$ cat config.mk
export PLATFORM = sky130hd
export DESIGN_NAME = sort4_ctrl
export DESIGN_NICKNAME = d
export VERILOG_FILES = /design/src/rtl/sort4_pkg.sv /design/src/rtl/sort4_ctrl_step_timer.sv /design/src/rtl/sort4_ctrl.sv
export SDC_FILE = /design/constraint.sdc
export NUM_CORES = 1
export LEC_CHECK = 0
export CAP_MARGIN = 20
export CORE_MARGIN = 2
export CORE_UTILIZATION = 33
export CTS_CLUSTER_SIZE = 12
export DETAILED_ROUTE_END_ITERATION = 16
export DONT_BUFFER_PORTS = 1
export PLACE_DENSITY = 0.47
export SYNTH_ARGS = -nofsm -noshare
export SYNTH_HDL_FRONTEND = slang
export SYNTH_SLANG_ARGS = --single-unit
export TNS_END_PERCENT = 50
$ cat constraint.sdc
create_clock -name CLK -period 1.75 [get_ports CLK]
set_clock_uncertainty 0.05 [all_clocks]
set_input_delay 0.175 -clock CLK [delete_from_list [all_inputs] [get_ports CLK]]
set_output_delay 0.175 -clock CLK [all_outputs]
set_load 0.005 [all_outputs]
$ cat src/rtl/sort4_pkg.sv
// Shared types and datapath control encodings for the 4-entry register-array sort.
package sort4_pkg;

  typedef enum logic [2:0] {
    S_IDLE,
    S_LOAD,
    S_CMP0,
    S_CMP1,
    S_CMP2,
    S_CHECK,
    S_DONE
  } state_t;

  // SEL bit fields: [0] reg0 edge mux, [2:1] reg1 middle mux, [4:3] reg2 middle mux, [5] reg3 edge mux
  localparam logic [5:0] SEL_LOADALL = 6'b000000;
  localparam logic [5:0] SEL_SWAP01  = 6'b000011;
  localparam logic [5:0] SEL_SWAP12  = 6'b010100;
  localparam logic [5:0] SEL_SWAP23  = 6'b101000;

  localparam logic [3:0] LD_ALL = 4'b1111;
  localparam logic [3:0] LD_01  = 4'b0011;
  localparam logic [3:0] LD_12  = 4'b0110;
  localparam logic [3:0] LD_23  = 4'b1100;

endpackage

$ cat src/rtl/sort4_ctrl_step_timer.sv
// Step pacing counter: produces one tick every STEP_DIV enabled cycles.
module step_timer #(
  parameter int STEP_DIV = 1
) (
  input  logic CLK,
  input  logic CLR,
  input  logic clear,
  input  logic enable,
  output logic tick
);

  localparam int CW = (STEP_DIV > 1) ? $clog2(STEP_DIV) : 1;
  localparam logic [CW-1:0] LAST = CW'(STEP_DIV - 1);

  logic [CW-1:0] cnt;

  assign tick = (cnt == LAST);

  // Wrapping on tick doubles as the per-state clear, since every busy state advances on tick
  always_ff @(posedge CLK or negedge CLR) begin
    if (!CLR) begin
      cnt <= '0;
    end else if (clear) begin
      cnt <= '0;
    end else if (enable) begin
      cnt <= tick ? '0 : cnt + 1'b1;
    end
  end

endmodule

$ cat src/rtl/sort4_ctrl.sv
// Master FSM for the 4-entry bubble-sort datapath: loads, compares/swaps pairs, flags DONE/ERR.
module sort4_ctrl
  import sort4_pkg::*;
#(
  parameter int STEP_DIV = 1,
  parameter int MAX_PASS = 4
) (
  input  logic       CLK,
  input  logic       CLR,
  input  logic       START,
  input  logic [2:0] LT,
  output logic [5:0] SEL,
  output logic [3:0] LD,
  output logic       BUSY,
  output logic       DONE,
  output logic       ERR,
  output logic [2:0] PASSES
);

  state_t     state;
  logic       start_q;
  logic       swapped;
  logic       tick;
  logic       start_pulse;
  logic       go;
  logic [2:0] passes_inc;

  assign start_pulse = START & ~start_q;
  assign go          = start_pulse & ((state == S_IDLE) | (state == S_DONE));
  assign passes_inc  = (PASSES == 3'd7) ? 3'd7 : PASSES + 3'd1;

  step_timer #(.STEP_DIV(STEP_DIV)) u_timer (
    .CLK   (CLK),
    .CLR   (CLR),
    .clear (go),
    .enable(BUSY),
    .tick  (tick)
  );

  // Mux selects follow the compare status directly; loads only fire on the step tick
  always_comb begin
    SEL = '0;
    LD  = '0;
    case (state)
      S_LOAD: begin
        SEL = SEL_LOADALL;
        if (tick) LD = LD_ALL;
      end
      S_CMP0: if (LT[0]) begin
        SEL = SEL_SWAP01;
        if (tick) LD = LD_01;
      end
      S_CMP1: if (LT[1]) begin
        SEL = SEL_SWAP12;
        if (tick) LD = LD_12;
      end
      S_CMP2: if (LT[2]) begin
        SEL = SEL_SWAP23;
        if (tick) LD = LD_23;
      end
      default: ;
    endcase
  end

  always_ff @(posedge CLK or negedge CLR) begin
    if (!CLR) begin
      state   <= S_IDLE;
      start_q <= 1'b0;
      swapped <= 1'b0;
      BUSY    <= 1'b0;
      DONE    <= 1'b0;
      ERR     <= 1'b0;
      PASSES  <= '0;
    end else begin
      start_q <= START;
      case (state)
        S_IDLE: if (start_pulse) begin
          state <= S_LOAD;
          BUSY  <= 1'b1;
        end
        S_LOAD: if (tick) begin
          swapped <= 1'b0;
          PASSES  <= '0;
          state   <= S_CMP0;
        end
        S_CMP0: if (tick) begin
          if (LT[0]) swapped <= 1'b1;
          state <= S_CMP1;
        end
        S_CMP1: if (tick) begin
          if (LT[1]) swapped <= 1'b1;
          state <= S_CMP2;
        end
        S_CMP2: if (tick) begin
          if (LT[2]) swapped <= 1'b1;
          state <= S_CHECK;
        end
        S_CHECK: if (tick) begin
          PASSES <= passes_inc;
          if (!swapped) begin
            state <= S_DONE;
            BUSY  <= 1'b0;
            DONE  <= 1'b1;
          end else if (int'({29'd0, passes_inc}) > MAX_PASS) begin
            state <= S_DONE;
            BUSY  <= 1'b0;
            DONE  <= 1'b1;
            ERR   <= 1'b1;
          end else begin
            swapped <= 1'b0;
            state   <= S_CMP0;
          end
        end
        S_DONE: if (start_pulse) begin
          state <= S_LOAD;
          BUSY  <= 1'b1;
          DONE  <= 1'b0;
          ERR   <= 1'b0;
        end
        default: state <= S_IDLE;
      endcase
    end
  end

endmodule

Word level (Yosys, flattened, before mapping)

Index checks and enable logic that the tools add are counted.

Bits of input ports: 6
Register bits after elaboration: 12

Equality and inequality tests: 20
Mux-type cells: 52
Add/subtract/negate cells: 2
Bitwise logic cells: 4
Reduce and logical (&&, ||, !) cells: 13
Magnitude comparators: 1

Operator list:

| operator                                       | number |
|---|---|
| two-way mux 3 bit                              | 13 |
| two-way mux 1 bit                              | 23 |
| != test 2 bit (second input constant)          | 11 |
| case mux 3 bit (6 select lines)                | 1 |
| case mux 6 bit (3 select lines)                | 1 |
| case mux 4 bit (4 select lines)                | 1 |
| == test 3 bit (second input constant)          | 4 |
| two-way mux 4 bit                              | 3 |
| AND reduction 9 bit                            | 1 |
| AND reduction 4 bit                            | 2 |
| nonzero test 2 bit                             | 4 |
| == test 3 x 2 -> 1 bit (second input constant) | 2 |
| two-way mux 2 bit                              | 3 |
| two-way mux 6 bit                              | 1 |
| case mux 1 bit (2 select lines)                | 3 |
| case mux 3 bit (2 select lines)                | 1 |
| AND reduction 6 bit                            | 1 |
| two-way mux 5 bit                              | 1 |
| case mux 1 bit (5 select lines)                | 1 |
| AND reduction 5 bit                            | 1 |
| nonzero test 5 bit                             | 1 |
| adder 3 x 1 -> 3 bit (second input constant)   | 1 |
| == test 3 x 1 -> 1 bit (second input constant) | 1 |
| > comparator 3 bit (second input constant)     | 1 |
| other kinds (9)                                | 10 |

Depth between registers and ports, before layout

Depth after elaboration: 7
Mapped depth: 6
Mapped depth without buffers: 5

By module

Synthesis repeated with hierarchy kept, for this count alone.

Cells, all modules: 95
Area total of the unflattened synthesis: 750.7 um^2

Modules (own cells, without submodules):

| module     | sequential area each (um^2) | area each (um^2) | cells each | times used |
|---|---|---|---|---|
| sort4_ctrl | 275.3                       | 739.5            | 93         | 1 |
| step_timer | 0.0                         | 11.3             | 2          | 1 |

Worst setup path before layout

OpenSTA, ideal clock, no wires.

Path type: reg-to-reg
From: reg PASSES[0]
To: reg swapped
Period minus slack after synthesis: 1511 ps
Cell stages (with the launch flop): 6
Arrival: 1337 ps
Setup slack: 239 ps
Data required time: 1576 ps
Setup time: 124 ps
Cell sequence: dfrtp_1 -> ha_1 -> nor2b_1 -> o21a_1 -> o22ai_1 -> a211o_1

Longest elaborated chain between the ends: 7

RTL lines:

| element                                                      | RTL line          | source |
|---|---|---|
| start: declaration                                           | sort4_ctrl.sv:17  | `output logic [2:0] PASSES` |
| start signal: assignment                                     | sort4_ctrl.sv:99  | `PASSES <= passes_inc;` |
| adder 3 x 1 -> 3 bit / == test 3 bit (equally long branches) | sort4_ctrl.sv:30  | `assign passes_inc = (PASSES == 3'd7) ? 3'd7 : PASSES + 3'd1;` |
| two-way mux 3 bit (*)                                        | sort4_ctrl.sv:30  |  |
| > comparator 3 bit (*)                                       | sort4_ctrl.sv:104 | `end else if (int'({29'd0, passes_inc}) > MAX_PASS) begin` |
| two-way mux 1 bit (*)                                        | sort4_ctrl.sv:104 |  |
| two-way mux 1 bit (*)                                        | sort4_ctrl.sv:100 | `if (!swapped) begin` |
| two-way mux 1 bit (*)                                        | sort4_ctrl.sv:98  | `S_CHECK: if (tick) begin` |
| case mux 1 bit (5 select lines) (*)                          | sort4_ctrl.sv:76  | `case (state)` |
| end signal: assignment                                       | sort4_ctrl.sv:82  | `swapped <= 1'b0;` |
| end signal: assignment                                       | sort4_ctrl.sv:95  | `if (LT[2]) swapped <= 1'b1;` |
| end signal: assignment                                       | sort4_ctrl.sv:110 | `swapped <= 1'b0;` |
| end: declaration                                             | sort4_ctrl.sv:22  | `logic swapped;` |

Every way passes the cells marked *; elsewhere a longest branch is shown, timed or not. The select of a mux whose other input is x is not followed.
A chain may end at the register's enable or synchronous reset.

Worst setup path in the final report

From: reg state[1]
To: out LD[2]

Longest elaborated chain between the ends: 2

RTL lines:

| element                                     | RTL line         | source |
|---|---|---|
| start: declaration                          | sort4_ctrl.sv:20 | `state_t state;` |
| start signal: assignment                    | sort4_ctrl.sv:67 | `state <= S_IDLE;` |
| start signal: assignment                    | sort4_ctrl.sv:78 | `state <= S_LOAD;` |
| start signal: assignment                    | sort4_ctrl.sv:84 | `state <= S_CMP0;` |
| == test 3 bit, or another cell as far along | sort4_ctrl.sv:44 | `case (state)` |
| case mux 4 bit (4 select lines) (*)         | sort4_ctrl.sv:44 |  |
| end: declaration                            | sort4_ctrl.sv:13 | `output logic [3:0] LD,` |

Every way passes the cells marked *; elsewhere a longest branch is shown, timed or not.

==> impl_metrics.tcl <==
set metrics [dict create \
    nets 85 \
    initial_core_util_pct 36.1 \
    drtPass1Iterations 4 \
    outcome "completed" \
    path_class "flip-flop to primary output" \
    seq_area_frac_synth_pct 42.8 \
    dieArea_um2 2320 \
    timing.final.max_slew_violations 0 \
    netlist_instances 75 \
    cts_buffers 3 \
    clk_pin_slew_ps 70 \
    post_drt_via_cell_ratio 5.19 \
    hp-class "input pin to flip-flop" \
    synth_area_leaders "dfrtp_1, nand2_1, nor2_1, a211o_1, a21oi_1" \
    rsz0062_at_grt "no" \
    period_share_pct 91.8 \
    place.gp.congestion 0.689 \
    synth_nets 82 \
    vias 529 \
    placed_cell_area_um2 648 \
    final_hold_viol_count 0 \
    crit_arrival_ps 1380 \
    slew_headroom_pct 64.9 \
    grt_first_pass_wirelength_um 2180 \
    grt_max_degree 12 \
    drtIter0Drc 9 \
    synthesis.area_um2 643 \
    ys_ff_latch 11 \
    clk_latency_ps 260 \
    core-area_um2 1780 \
    syn_area_per_cell_um2 8.57 \
    design_area_um2 707 \
    hpwlAfterDp_um 1060 \
    drv_cap 0 \
    startpoint_type "flip-flop" \
    die_h_um 48.1 \
    peakVddDrop_mv 0.617 \
    antenna_found_initial 0 \
    cts_num_sinks 11 \
    worst_pin_slew_ps 525 \
    num_io_pins 22 \
    yosys.area.top_type "dfrtp_1" \
    crit_required_ps 1520 \
    drt-wirelength-per-cell_um 14.0 \
    synth_edf_count 0 \
    fin_cells 102 \
    clockRootBuffer "clkbuf_4" \
    final_util_pct 39.6 \
    min_period_ps 1610 \
    synthTopCellsByCount "dfrtp_1, nand2_1, nor2_1" \
    grt_pass1_vias 467 \
    finalWirelength_um 1430 \
    overflow 0 \
    leakage_nw 0.354 \
    drc 0 \
    areaGrowthSynthToFinish_pct 9.92 \
    place_inst 96 \
    dieWidth_um 48.1 \
    synthArstFlopShare_pct 100 \
    ys_warn_count 0 \
    ys.flop_type "dfrtp_1" \
    drive_gt1_share_pct 14.3 \
    ys_types 25 \
    io_buffers 0 \
    htree_levels 1 \
    max_freq_mhz 623 \
    ant_nets 0 \
    antennaDiodeCount 0 \
    finalSetupTns_ps 0 \
    cp-end-kind "primary output" \
    cts_buffer_depth 2 \
    cts_tree "built" \
    yosysMostFrequentCell "dfrtp_1" \
    placementRows 15 \
    power_density_nw_per_um2 1850 \
    postCtsSetupRepairBufs 0 \
    crit_fanout 9 \
    timing.hold.ws_ps 187 \
    synth_top_area_share_pct 42.8 \
    grtUsageTotal_pct 14.4 \
    setup_viol 0 \
]
## state kept, by name (all words and copies together), names as in the netlist
name,count
ERR,1
swapped,1
start_q,1
DONE,1
BUSY,1
state,3
PASSES,3
## worst max-delay path, cell delays in order, from the launching register on
cell and delay (ps):
dfrtp_1 480, nand2b_2 310, o22ai_2 190, nand2b_1 150
## placed cells by master (no fill, tap or decap)
cell           instances
dfrtp_1               11
nand2_1                9
nor2_1                 7
inv_1                  4
o21ai_0                4
a21oi_1                4
nor2b_1                3
nand3_1                3
a211o_1                3
clkbuf_4               3
buf_4                  3
nand3b_1               2
nand2b_1               2
o21a_1                 2
a31oi_1                2
dlygate4sd3_1          2
nand2b_2               1
o22ai_2                1
a21oi_2                1
or2_1                  1
inv_2                  1
o31ai_1                1
o211a_1                1
o21ai_1                1
o22ai_1                1
o21ba_1                1
o21ba_2                1
ha_1                   1
clkbuf_1               1
## metrics by stage
step                setup WS, ps  power (W)
finish                       144    0.00131
global route                11.7    0.00143
CTS                         14.1    0.00129
detailed placement           206    0.00110
global placement             226    0.00110
floorplan                    239   0.000989
## final timing paths
kind                            cells past startpoint                     to  slack [ps]             startpoint
worst max-delay path                                3                  LD[2]         140   state[1]$_DFFE_PN0P_
worst min-delay path                                3   state[0]$_DFFE_PN0P_         190                  START
worst max register to register                      5    swapped$_DFFE_PN0P_         190  PASSES[1]$_DFFE_PN0P_
worst min register to register                      1    swapped$_DFFE_PN0P_         490    swapped$_DFFE_PN0P_
max in group asynchronous                           1       BUSY$_DFFE_PN0P_        1030                    CLR
min in group asynchronous                           1  PASSES[2]$_DFFE_PN0P_         270                    CLR
## area by class of cell
class                           count  area [µm²]
Inverter                            5        18.8
Sequential cell                    11         275
Tap cell                           25        31.3
Timing Repair Buffer                5        42.5
Multi-Input combinational cell     52         313
Clock buffer                        4        26.3
Fill cell                         171        1080
## cells by family after synthesis
family	after synthesis	synth area share, %
buffers and inverters	12	10.5
flip-flops	11	42.8
AND/OR/NAND/NOR	28	20.8
AO/OA/AOI/OAI	23	23.9
adder cells (fa/ha/maj)	1	1.95
## timing repair
item,in CTS,in global routing
hold buffers,2,0
endpoints found under the hold margin,12,0
endpoints found under the setup margin,0,2
gates resized for setup,0,3
## where the power goes
part	internal, W	leakage, nW	switching [W]
Combinational	0.000278	0.199	0.000342
Sequential	0.000363	0.140	0.000149
Clock	0.0000881	0.0150	0.0000853
Total	0.000729	0.354	0.000576
## metal layers
metal	routed length, µm	vias up	GRT usage (%)	part of all wire (%)
met3	92	4	4.81	6.4
met1	708	243	18.8	49
met5	0	-	0	0
met2	606	19	20.0	42
met4	24	0	9.73	1.7
li1	-	263	-	-
No activity file was read; power rests on OpenSTA's default activity.
